===== src/rtl/hamming32t26d_pkg.sv =====
// Shared constants and types for the Hamming (32,26) SEC-DED scrubber.
// Codeword: hv[0] overall parity, check bits at power-of-two positions.
package hamming32t26d_pkg;

  localparam int HV_WIDTH   = 32;
  localparam int DATA_WIDTH = 26;
  localparam int N_CHK      = HV_WIDTH - DATA_WIDTH - 1;
  localparam int CNT_WIDTH  = 16;

  localparam int PAR_POS            = 0;
  localparam int CHK_POS [N_CHK]    = '{1, 2, 4, 8, 16};
  localparam logic [CNT_WIDTH-1:0] CNT_MAX = 16'hFFFF;

  typedef enum logic [2:0] {
    ST_IDLE    = 3'd0,
    ST_WAIT    = 3'd1,
    ST_RD_REQ  = 3'd2,
    ST_RD_DATA = 3'd3,
    ST_CHECK   = 3'd4,
    ST_WR_REQ  = 3'd5
  } scrub_state_e;

endpackage


===== src/rtl/hamming32t26d_chk.sv =====
// Combinational syndrome / parity evaluation and single-bit correction
// for one Hamming (32,26) SEC-DED codeword.
module hamming32t26d_chk
  import hamming32t26d_pkg::*;
(
  input  logic [HV_WIDTH-1:0] hv_i,
  output logic [N_CHK-1:0]    syn_o,
  output logic                sec_o,
  output logic                ded_o,
  output logic [HV_WIDTH-1:0] corr_o
);

  logic par;

  // Syndrome bit b is the parity of every position whose index has bit b set,
  // which equals bit b of the XOR of all set indices.
  always_comb begin
    syn_o = '0;
    for (int b = 0; b < N_CHK; b++) begin
      for (int i = 1; i < HV_WIDTH; i++) begin
        if ((i & CHK_POS[b]) != 0) syn_o[b] = syn_o[b] ^ hv_i[i];
      end
    end
    par    = ^hv_i;
    corr_o = hv_i;
    if (par) corr_o[syn_o] = ~hv_i[syn_o];
    if (par && syn_o == '0) corr_o[PAR_POS] = ~hv_i[PAR_POS];
  end

  assign sec_o = par;
  assign ded_o = ~par & (syn_o != '0);

endmodule


===== src/rtl/hamming32t26d_scrubber.sv =====
// Background scrubber: walks all addresses, reads each codeword, writes back
// single-bit corrections and counts/flags uncorrectable double errors.
module hamming32t26d_scrubber
  import hamming32t26d_pkg::*;
#(
  parameter int DEPTH = 256,
  parameter int AW    = $clog2(DEPTH)
) (
  input  logic                 clk_i,
  input  logic                 rst_i,
  input  logic                 en_i,
  input  logic [15:0]          interval_i,
  input  logic                 clr_cnt_i,
  output logic                 req_o,
  input  logic                 gnt_i,
  output logic                 we_o,
  output logic [AW-1:0]        addr_o,
  output logic [HV_WIDTH-1:0]  wdata_o,
  input  logic [HV_WIDTH-1:0]  rdata_i,
  output logic                 lock_o,
  output logic [CNT_WIDTH-1:0] sec_cnt_o,
  output logic [CNT_WIDTH-1:0] ded_cnt_o,
  output logic                 ded_o,
  output logic [AW-1:0]        ded_addr_o,
  output logic                 pass_done_o,
  output logic                 busy_o
);

  localparam logic [AW-1:0] ADDR_LAST = AW'(DEPTH - 1);

  scrub_state_e          state_q, state_d;
  logic [AW-1:0]         addr_q, addr_d;
  logic [15:0]           wait_q, wait_d;
  logic [HV_WIDTH-1:0]   hv_q, hv_d;
  logic [HV_WIDTH-1:0]   wdata_q, wdata_d;
  logic [CNT_WIDTH-1:0]  sec_cnt_q, sec_cnt_d;
  logic [CNT_WIDTH-1:0]  ded_cnt_q, ded_cnt_d;
  logic                  ded_q, ded_d;
  logic [AW-1:0]         ded_addr_q, ded_addr_d;
  logic                  pass_done_q, pass_done_d;

  logic                  advance;
  logic                  start;
  logic [N_CHK-1:0]      chk_syn;
  logic                  chk_sec;
  logic                  chk_ded;
  logic [HV_WIDTH-1:0]   chk_corr;
  logic                  unused_syn;

  hamming32t26d_chk u_chk (
    .hv_i   (hv_q),
    .syn_o  (chk_syn),
    .sec_o  (chk_sec),
    .ded_o  (chk_ded),
    .corr_o (chk_corr)
  );

  assign unused_syn = ^chk_syn;

  always_comb begin
    state_d     = state_q;
    addr_d      = addr_q;
    wait_d      = wait_q;
    hv_d        = hv_q;
    wdata_d     = wdata_q;
    sec_cnt_d   = sec_cnt_q;
    ded_cnt_d   = ded_cnt_q;
    ded_addr_d  = ded_addr_q;
    ded_d       = 1'b0;
    pass_done_d = 1'b0;
    advance     = 1'b0;
    start       = 1'b0;

    case (state_q)
      ST_IDLE:    start = en_i;
      ST_WAIT: begin
        if (wait_q == '0) state_d = ST_RD_REQ;
        else              wait_d  = wait_q - 16'd1;
      end
      ST_RD_REQ:  if (gnt_i) state_d = ST_RD_DATA;
      ST_RD_DATA: begin
        hv_d    = rdata_i;
        state_d = ST_CHECK;
      end
      ST_CHECK: begin
        if (chk_sec) begin
          wdata_d = chk_corr;
          if (sec_cnt_q != CNT_MAX) sec_cnt_d = sec_cnt_q + 16'd1;
          state_d = ST_WR_REQ;
        end else begin
          if (chk_ded) begin
            if (ded_cnt_q != CNT_MAX) ded_cnt_d = ded_cnt_q + 16'd1;
            ded_d      = 1'b1;
            ded_addr_d = addr_q;
          end
          advance = 1'b1;
        end
      end
      ST_WR_REQ:  advance = gnt_i;
      default:    state_d = ST_IDLE;
    endcase

    // Enable is only sampled between words, so a dropped enable lets the
    // current word (and any write-back) finish and keeps the address.
    if (advance) begin
      addr_d      = (addr_q == ADDR_LAST) ? '0 : addr_q + AW'(1);
      pass_done_d = (addr_q == ADDR_LAST);
      state_d     = ST_IDLE;
      start       = en_i;
    end

    if (start) begin
      if (interval_i == '0) begin
        state_d = ST_RD_REQ;
      end else begin
        state_d = ST_WAIT;
        wait_d  = interval_i - 16'd1;
      end
    end

    if (clr_cnt_i) begin
      sec_cnt_d = '0;
      ded_cnt_d = '0;
    end
  end

  always_ff @(posedge clk_i or posedge rst_i) begin
    if (rst_i) begin
      state_q     <= ST_IDLE;
      addr_q      <= '0;
      wait_q      <= '0;
      hv_q        <= '0;
      wdata_q     <= '0;
      sec_cnt_q   <= '0;
      ded_cnt_q   <= '0;
      ded_q       <= 1'b0;
      ded_addr_q  <= '0;
      pass_done_q <= 1'b0;
    end else begin
      state_q     <= state_d;
      addr_q      <= addr_d;
      wait_q      <= wait_d;
      hv_q        <= hv_d;
      wdata_q     <= wdata_d;
      sec_cnt_q   <= sec_cnt_d;
      ded_cnt_q   <= ded_cnt_d;
      ded_q       <= ded_d;
      ded_addr_q  <= ded_addr_d;
      pass_done_q <= pass_done_d;
    end
  end

  assign req_o       = (state_q == ST_RD_REQ) || (state_q == ST_WR_REQ);
  assign we_o        = (state_q == ST_WR_REQ);
  assign lock_o      = (state_q == ST_RD_DATA) || (state_q == ST_CHECK) ||
                       (state_q == ST_WR_REQ);
  assign busy_o      = (state_q != ST_IDLE);
  assign addr_o      = addr_q;
  assign wdata_o     = wdata_q;
  assign sec_cnt_o   = sec_cnt_q;
  assign ded_cnt_o   = ded_cnt_q;
  assign ded_o       = ded_q;
  assign ded_addr_o  = ded_addr_q;
  assign pass_done_o = pass_done_q;

endmodule


===== config.mk =====
export PLATFORM = sky130hd
export DESIGN_NAME = hamming32t26d_scrubber
export DESIGN_NICKNAME = d
export VERILOG_FILES = /design/src/rtl/hamming32t26d_pkg.sv /design/src/rtl/hamming32t26d_chk.sv /design/src/rtl/hamming32t26d_scrubber.sv
export SDC_FILE = /design/constraint.sdc
export NUM_CORES = 1
export LEC_CHECK = 0
export BUFFER_PORTS_ARGS = -buffer_cell sky130_fd_sc_hd__buf_2
export CORE_MARGIN = 2
export CORE_UTILIZATION = 51
export CTS_CLUSTER_SIZE = 20
export DETAILED_ROUTE_END_ITERATION = 8
export PLACE_DENSITY = 0.77
export REMOVE_ABC_BUFFERS = 1
export SYNTH_ARGS = -nofsm -noshare
export SYNTH_HDL_FRONTEND = slang
export SYNTH_SLANG_ARGS = --single-unit

===== constraint.sdc =====
create_clock -name clk_i -period 4.1 [get_ports clk_i]
set_input_delay 0.41 -clock clk_i [delete_from_list [all_inputs] [get_ports clk_i]]
set_output_delay 0.41 -clock clk_i [all_outputs]
set_load 0.05 [all_outputs]

==> impl_results.md, run 1 <==
* Outcome: finished, final reports clean
* Placed Instances at 1077
* CP arrival at 3820 ps
* Max FO, Critical Path at 17
* 1st-iter DRT viols at 415
* Final Non-Filler Cells at 1108
* Register area share after synthesis at 43.1%
* First-pass GRT wire length at 29.5 mm
* Die width at 127 um
* Register Area at 3330 sq um
* Pins Over Slew Limit at 0
* Hold WC Path Type: in -> reg
* GRT Resource Usage Total at 23.0%
* DR vias at 6105
* CTS buffer count at 17
* Hold path cells at 2
* Io pins at 139
* Syn avg cell area at 9.92 sq um
* Minimum clock period at 3540 ps
* Clock Skew at 11.4 ps
* Starting Density at 52.8%
* Final setup viols at 0
* Root Buffer Master: clkbuf_16
* Setup TNS at 0 ps
* NumNets Final at 971
* CTS clock-pin slew for the worst setup and hold paths at 60 ps
* Netlist cell types at 62
* Longest Clk Path Bufs at 2
* WL per Instance at 16.1 um
* Postcts setup bufs at 0
* Worst EP required at 4380 ps
* Largest net degree at the start of global routing at 81
* Mapped Area at 7730 sq um
* Synth async-reset ratio at 100%
* Period utilization at 86.3%
* Ys Warns at 0
* Initial antenna violation count at 1
* Hold-fix buffers, CTS at 0
* Antenna Nets Post-Route at 0
* CTS Sinks at 133
* Final WS setup at 562 ps
* Slew headroom at 33.3%
* Post-Syn Instances at 779
* Post-synth EDFFs at 0
* Pre-CTS setup slack at 614 ps
* CP endpoint kind: register
* IO Port Bufs at 138
* Residual DRC count at 0
* Final RePlAce weighted congestion at 0.857
* Drt total wl at 17.8 mm
* Fillers at 1232
* Vias in the first global route at 5880
* Die ar. at 16200 sq um
* CTS tree: built
* Count of final hold-check violations at 0
* RSZ-0062 raised after global routing: no
* FF+latch count, synth at 133
* CTS HTree Levels at 4
* Max-Cap Viols at 0
* Vias per Instance at 5.51
* Worst Setup Start Kind: register
* Cell Rows at 44
* Dominant synthesized flop cell: dfrtp_1
* Top cell type's share of synthesized area at 43.1%
* HPWL Detailed at 12.6 mm
* Area growth syn-to-layout at 17.8%
* Grt total ovfl at 0
* Setup CP Type: reg -> reg
* CTS resizes at 0
* 1st-pass router iterations at 5
* Skew-Pair Late Insertion Delay at 420 ps
* Worst Tran Pin Value at 1000 ps
* Die Height at 127 um
* Fraction of layout cells with a size suffix above 1 at 26.8%
* Most area-consuming cells after synthesis: dfrtp_1, xnor2_1, mux2_2, nand2_1, nor2_1
* Core Box Area at 14600 sq um
* Fmax achieved at 0.283 GHz
* Cell accounting for the most synthesized area: dfrtp_1
* Worst reg2reg path depth at 9
* Minimum hold slack at 188 ps
* Multi-input gate area at 4180 sq um
-- path summary, 6_finish.rpt --
check	from	end	slack, ps
max	hv_q[23]	ded_cnt_o[13]	560
min	interval_i[0]	wait_q[0]	190
max reg2reg	hv_q[23]	ded_cnt_o[13]	560
min reg2reg	wdata_o[8]	wdata_o[8]	480
max in group asynchronous	rst_i	wdata_o[3]	3030
min in group asynchronous	rst_i	ded_cnt_o[8]	240
-- cell usage after synthesis (16+ instances only) --
cell type,n
dfrtp_1,133
xnor2_1,99
nand2_1,90
nor2_1,83
o21ai_0,47
mux2_2,38
mux2i_1,25
inv_1,20
xor2_1,18
clkbuf_1,17
a21oi_1,16
nor3_1,16
-- through the flow --
step	utilization [%]	instance area [sq um]
2_1_floorplan	-	7580
3_3_place_gp	58.6	8580
3_5_place_dp	58.6	8580
4_1_cts	62.1	9100
5_1_grt	62.1	9100
6_report	62.2	9100
-- state kept, by name, indices dropped and copies added, names as in the netlist --
| register | flops |
|---|---|
| pass_done_o | 1 |
| addr_o | 8 |
| sec_cnt_o | 16 |
| ded_addr_o | 8 |
| wdata_o | 32 |
| state_q | 3 |
| ded_cnt_o | 16 |
| ded_o | 1 |
| wait_q | 16 |
| hv_q | 32 |
-- critical path: stages (launching register included) --
cell and delay, ps:
dfrtp_1 510, xnor3_1 540, xnor2_4 300, xnor2_1 150, xnor2_2 530, nand2_2 380
o2111ai_4 620, nor3_1 160, xnor2_1 160, nor2_1 50
-- kinds of logic after synthesis --
logic type	count (synthesis)	synth area share [%]
AO/OA/AOI/OAI	110	9.23
multiplexers	63	8.77
flip-flops	133	43.1
adder cells (fa/ha/maj)	6	0.971
AND/OR/NAND/NOR	284	17.7
XOR/XNOR	133	17.4
buffers and inverters	50	2.87
-- layer usage --
metal | track usage [%] | vias up | part of all wire (%) | wire [um]
met3 | 5.95 | 18 | 5.5 | 974
li1 | - | 2932 | - | -
met1 | 31.0 | 2997 | 46 | 8130
met4 | 6.53 | 0 | 1.3 | 230
met5 | 0 | - | 0 | 0
met2 | 37.0 | 158 | 48 | 8500
-- final cells by class --
cell class | instances | share of cell area [%]
repair buffers | 144 | 8.36
multi-input cells | 596 | 45.9
well taps | 184 | 2.53
flip-flops and latches | 133 | 36.6
clock buffers | 20 | 5.13
diodes | 1 | 0.0275
clock inverters | 10 | 0.646
inverters | 20 | 0.852
-- placed cells by master (no fill, tap or decap), drive strengths merged, types with 6 or more instances in the layout --
| master | n |
|---|---|
| or3 | 14 |
| nand2b | 10 |
| ha | 6 |
| nor3 | 23 |
| nand4 | 9 |
| clkbuf | 20 |
| xnor2 | 108 |
| xor2 | 20 |
| nor4 | 12 |
| nand2 | 91 |
| dfrtp | 133 |
| a31o | 16 |
| mux2 | 38 |
| clkinv | 8 |
| nor2 | 83 |
| a21oi | 16 |
| buf | 144 |
| mux2i | 25 |
| inv | 20 |
| o21ai | 51 |
| nand3 | 15 |
Power of run 1 is left out: the tool's default activity adds up to more than one toggle a clock period on the data nets, which glitch-free logic cannot reach.
==> run 2, diff against run 1 <==
- BUFFER_PORTS_ARGS: -buffer_cell sky130_fd_sc_hd__buf_2 -> -buffer_cell sky130_fd_sc_hd__clkbuf_2
- CORE_MARGIN: 2 -> 10
- MAX_ROUTING_LAYER: unset -> met4
==> run 2 against run 1 <==
Net effect: sequential share of layout area shrank 0.095 points; fmax grew 4.8%; worst setup slack gained 160 ps; routed wire length grew 6.5%; via count shrank 0.15%; first-iteration DRC count shrank 27%; final cell count is the same; critical path depth is the same; critical endpoint is now ded_cnt_o[7]; highest routed layer unchanged; hold slack gained 4.6 ps; largest cell class unchanged; flip-flop and latch count is the same; register-to-register slack gained 160 ps; final area grew 0.26%.
==> impl_results.md, run 2 (synthesized netlist as in run 1, its figures left out) <==
* 1st-pass router iterations at 5 (unchanged)
* CTS Sinks at 133 (unchanged)
* 1st-iter DRT viols at 302 (-27%)
* Final setup viols at 0 (unchanged)
* Multi-input gate area at 4180 sq um (unchanged)
* Skew-Pair Late Insertion Delay at 420 ps (about the same)
* Setup CP Type: reg -> reg
* Die ar. at 20500 sq um (+27%)
* Vias in the first global route at 6069 (+3.2%)
* Clock Skew at 8.12 ps (-3.29 ps)
* CP endpoint kind: register
* Final RePlAce weighted congestion at 0.924 (+7.8%)
* Commonest non-fill, non-tap cell in the layout: clkbuf_2
* Pins Over Slew Limit at 0 (unchanged)
* Critical R2R Launch: hv_q[21]
* Register Area at 3330 sq um (unchanged)
* Area growth syn-to-layout at 18.1%
* Period utilization at 82.3% (-4.0 points)
* Postcts setup bufs at 0 (unchanged)
* CP arrival at 3650 ps (-170 ps)
* Grt total ovfl at 0 (unchanged)
* CTS tree: built
* CTS clock-pin slew for the worst setup and hold paths at 50 ps (about the same)
* Setup TNS at 0 ps (unchanged)
* WL per Instance at 17.1 um (+6.5%)
* DR vias at 6096 (-0.15%)
* Initial antenna violation count at 0 (-1)
* Drt total wl at 19.0 mm (+6.5%)
* CTS buffer count at 17 (unchanged)
* Fraction of layout cells with a size suffix above 1 at 26.5% (-0.25 points)
* Fmax achieved at 0.296 GHz (+4.8%)
* Pre-CTS setup slack at 751 ps (+136 ps)
* CTS HTree Levels at 4 (unchanged)
* Residual DRC count at 0 (unchanged)
* Minimum clock period at 3380 ps (-163 ps)
* Longest Clk Path Bufs at 2 (unchanged)
* Starting Density at 52.6% (-0.20 points)
* Max-Cap Viols at 0 (unchanged)
* Outcome: finished, final reports clean
* Antenna Nets Post-Route at 0 (unchanged)
* Final WS setup at 724 ps (+163 ps)
* R2R setup slack at 720 ps (+160 ps)
* Worst EP required at 4380 ps (about the same)
* Worst reg2reg path depth at 9 (unchanged)
* Hold path cells at 2 (unchanged)
* Worst Setup Start Kind: register
* GRT Resource Usage Total at 19.6% (-3.4 points)
* Vias per Instance at 5.50 (-0.15%)
* Root Buffer Master: clkbuf_16
* Hold_sp: interval_i[0]
* First-pass GRT wire length at 31.2 mm (+5.9%)
* RSZ-0062 raised after global routing: no
* Hold WC Path Type: in -> reg
* # diodes at 0 (-1)
* IO Port Bufs at 138 (unchanged)
* Die width at 143 um (+13%)
* Fillers at 1217 (-1.2%)
* Die Height at 143 um (+13%)
* Cell Rows at 44 (unchanged)
* Count of final hold-check violations at 0 (unchanged)
* Worst Tran Pin Value at 783 ps (-218 ps)
* Largest net degree at the start of global routing at 51 (-37%)
* Leading cell types in the layout, fill and taps excluded: clkbuf_2, dfrtp_1, xnor2_1
* HPWL Detailed at 13.9 mm (+10%)
* NumNets Final at 974 (+0.31%)
* Slew headroom at 47.3% (+14 points)
* Max FO, Critical Path at 17 (unchanged)
* RR Endpoint: ded_cnt_o[7]
* Core Box Area at 14700 sq um (+0.38%)
* Io pins at 139 (unchanged)
* Hold endpoint: wait_q[0]
==> run 2: cell type report <==
cell class	count	share of cell area [%]
multi-input cells	596	45.8
inverters	20	0.877
well taps	184	2.52
flip-flops and latches	133	36.5
repair buffers	147	8.33
clock buffers	24	5.50
clock inverters	4	0.521
==> run 2: worst max-delay path by stage <==
stage / depth (start not counted) / slack, ps / endpoint / from
2_1_floorplan: 1 / 140 / addr_o[0] / rst_i
3_3_place_gp: 9 / 840 / ded_cnt_o[7] / hv_q[13]
3_5_place_dp: 9 / 750 / ded_cnt_o[7] / hv_q[21]
4_1_cts: 9 / 720 / ded_cnt_o[7] / hv_q[21]
5_1_grt: 9 / 430 / ded_cnt_o[13] / hv_q[23]
6_report: 9 / 720 / ded_cnt_o[7] / hv_q[21]
==> run 2: repair_timing <==
| action | 4_1_cts | 5_1_grt |
|---|---|---|
| hold buffers | 1 | 0 |
| setup endpoints to repair | 0 | 0 |
| endpoints found under the hold margin | 38 | 0 |
| gates resized for setup | 0 | 0 |
==> run 2: stage by stage <==
step	std cells	instance area (sq um)	hold WS [ps]	utilization, %
after floorplan	749	7580	473	-
after global placement	1079	8570	439	58.3
after detailed placement	1079	8570	437	58.3
after CTS	1108	9130	184	62.1
after global routing	1108	9130	201	62.1
final	1108	9130	193	62.1
==> run 2: metal layers <==
metal / wire, um / GRT usage (%)
met5: 0 / -
met4: 332 / 6.84
met3: 1230 / 5.31
met2: 9010 / 30.4
met1: 8410 / 24.2
==> run 2: worst max-delay path: stages (launching register included) <==
cell and delay [ps]:
dfrtp_1 490, xnor2_1 190, xnor2_1 450, xnor2_2 260, xnor2_4 320, xor2_1 530
o2111ai_4 430, nor4_2 360, xnor2_1 150, nor2_1 50
Power of run 2 is left out for the same reason.
==> run 3, diff against run 2 <==
- CORE_UTILIZATION: 51 -> 55
- PLACE_DENSITY: 0.77 -> 0.79
- clock period: 4.1 -> 3.24 ns (I/O delays scaled with it)
==> run 3 against run 2 <==
Net effect: worst setup slack got worse by 610 ps; final cell count rose by 1.9%; clock skew is 8.4 ps higher; highest routed layer unchanged; core utilization rose by 6.1 points; flip-flop and latch count stayed put; fmax up 8.2%; sequential share of layout area shrank 1.1 points; largest cell class unchanged.
==> impl_results.md, run 3 (synthesized netlist as in run 1, its figures left out) <==
* Minimum clock period at 3120 ps (-255 ps)
* NumNets Final at 994 (+2.1%)
* IO Port Bufs at 138 (unchanged)
* Final WS setup at 119 ps (-605 ps)
* CTS HTree Levels at 4 (unchanged)
* Residual DRC count at 0 (unchanged)
* Drt total wl at 19.3 mm (+1.5%)
* Hold WC Path Type: in -> async
* GRT Resource Usage Total at 20.4% (+0.79 points)
* Pins Over Slew Limit at 0 (unchanged)
* Worst Setup Start Kind: register
* Leading cell types in the layout, fill and taps excluded: clkbuf_2, dfrtp_1, xnor2_1
* DP Area at 8710 sq um (+1.6%)
* Final Non-Filler Cells at 1129 (+1.9%)
* Setup CP Type: reg -> reg
* Die width at 139 um (-3.2%)
* Initial antenna violation count at 1 (+1)
* Fmax achieved at 0.320 GHz (+8.2%)
* Worst EP required at 3590 ps (-790 ps)
* Area growth syn-to-layout at 21.9%
* Cell Rows at 43 (-2.3%)
* CP arrival at 3470 ps (-180 ps)
* Root Buffer Master: clkbuf_16
* Final RePlAce weighted congestion at 0.882 (-4.6%)
* Commonest non-fill, non-tap cell in the layout: clkbuf_2
* Starting Density at 55.9% (+3.3 points)
* DR vias at 6196 (+1.6%)
* Worst reg2reg path depth at 12 (+3)
* Slew headroom at 49.5% (+2.2 points)
* Largest net degree at the start of global routing at 62 (+22%)
* Io pins at 139 (unchanged)
* RSZ-0062 raised after global routing: no
* Max FO, Critical Path at 16 (-1)
* CTS Sinks at 133 (unchanged)
* Die Height at 139 um (-3.2%)
* Die ar. at 19200 sq um (-6.3%)
* Skew-Pair Late Insertion Delay at 430 ps (about the same)
* Outcome: finished, final reports clean
* Worst Tran Pin Value at 758 ps (-25.1 ps)
* CTS tree: built
* Fraction of layout cells with a size suffix above 1 at 29.2% (+2.7 points)
* Grt total ovfl at 0 (unchanged)
* 1st-iter DRT viols at 440 (+46%)
* WL per Instance at 17.1 um (-0.39%)
* Clock Skew at 16.5 ps (+8.41 ps)
* Count of final hold-check violations at 0 (unchanged)
* Core Box Area at 13800 sq um (-5.9%)
* Period utilization at 96.3% (+14 points)
* 1st-pass router iterations at 5 (unchanged)
* Hold-fix buffers, CTS at 0 (-1)
* Fin area at 9420 sq um (+3.2%)
* CP endpoint kind: register
* HPWL Detailed at 14.1 mm (+1.3%)
* CTS buffer count at 17 (unchanged)
* Longest Clk Path Bufs at 2 (unchanged)
* Vias in the first global route at 6284 (+3.5%)
* First-pass GRT wire length at 31.5 mm (+0.91%)
* Pre-CTS setup slack at 152 ps (-599 ps)
* Placed Instances at 1091 (+1.1%)
* Vias per Instance at 5.49 (-0.25%)
* Final setup viols at 0 (unchanged)
* Post-layout util at 68.2% (+6.1 points)
* CTS clock-pin slew for the worst setup and hold paths at 60 ps (about the same)
* Fillers at 1093 (-10%)
* Antenna Nets Post-Route at 0 (unchanged)
* Max-Cap Viols at 0 (unchanged)
-- run 3: cell types whose count changed in the layout (fill, tap and decap cells not counted), sizes merged --
cell and delta:
clkinv +1, bufinv +1, diode +1, buf +21
dlygate4sd3 -1, clkinvlp +1, clkbuf -6, inv +7
-- run 3: final cells by class --
class                           count  area, sq um  area share [%]
Sequential cell                   133         3330            35.3
Clock inverter                     14          165            1.75
Inverter                           20         77.6           0.823
Clock buffer                       18          429            4.55
Multi-Input combinational cell    596         4230            44.8
Antenna cell                        1         2.50          0.0266
Tap cell                          180          225            2.39
Timing Repair Buffer              167          971            10.3
-- run 3: metrics by stage --
step           hold WS [ps]  TNS [ps]
6_report               12.5         0
5_1_grt                82.9         0
4_1_cts                49.1         0
3_5_place_dp            473         0
3_3_place_gp            463         0
2_1_floorplan           387    -84910
-- run 3: worst paths after layout --
check	start	to	slack, ps
max in group asynchronous	rst_i	pass_done_o	2410
min in group clk_i	interval_i[0]	wait_q[0]	100
max	hv_q[23]	wdata_o[23]	120
min reg2reg	wdata_o[4]	wdata_o[4]	480
min	rst_i	ded_addr_o[1]	10
max reg2reg	hv_q[23]	wdata_o[23]	120
-- run 3: timing repair --
action	in CTS	in global routing
buffers inserted	0	5
resized for setup	0	8
setup endpoints to repair	0	53
-- run 3: critical path: stages, from the launching register on --
cell	delay, ps
dfrtp_1	460
xnor3_2	520
xnor2_4	180
buf_12	150
buf_12	120
xnor2_4	270
mux2i_1	330
nand2_1	90
a21oi_1	250
o21bai_2	140
a22oi_4	200
buf_12	170
a31o_1	150
-- run 3: per-layer routing --
| metal | part of all wire [%] | vias up | global-route usage [%] |
|---|---|---|---|
| met3 | 6.6 | 22 | 5.89 |
| met2 | 49 | 203 | 32.0 |
| met4 | 1.4 | 0 | 6.77 |
| li1 | - | 2994 | - |
| met1 | 44 | 2977 | 24.8 |
| met5 | 0 | - | - |
Power of run 3 is left out for the same reason.
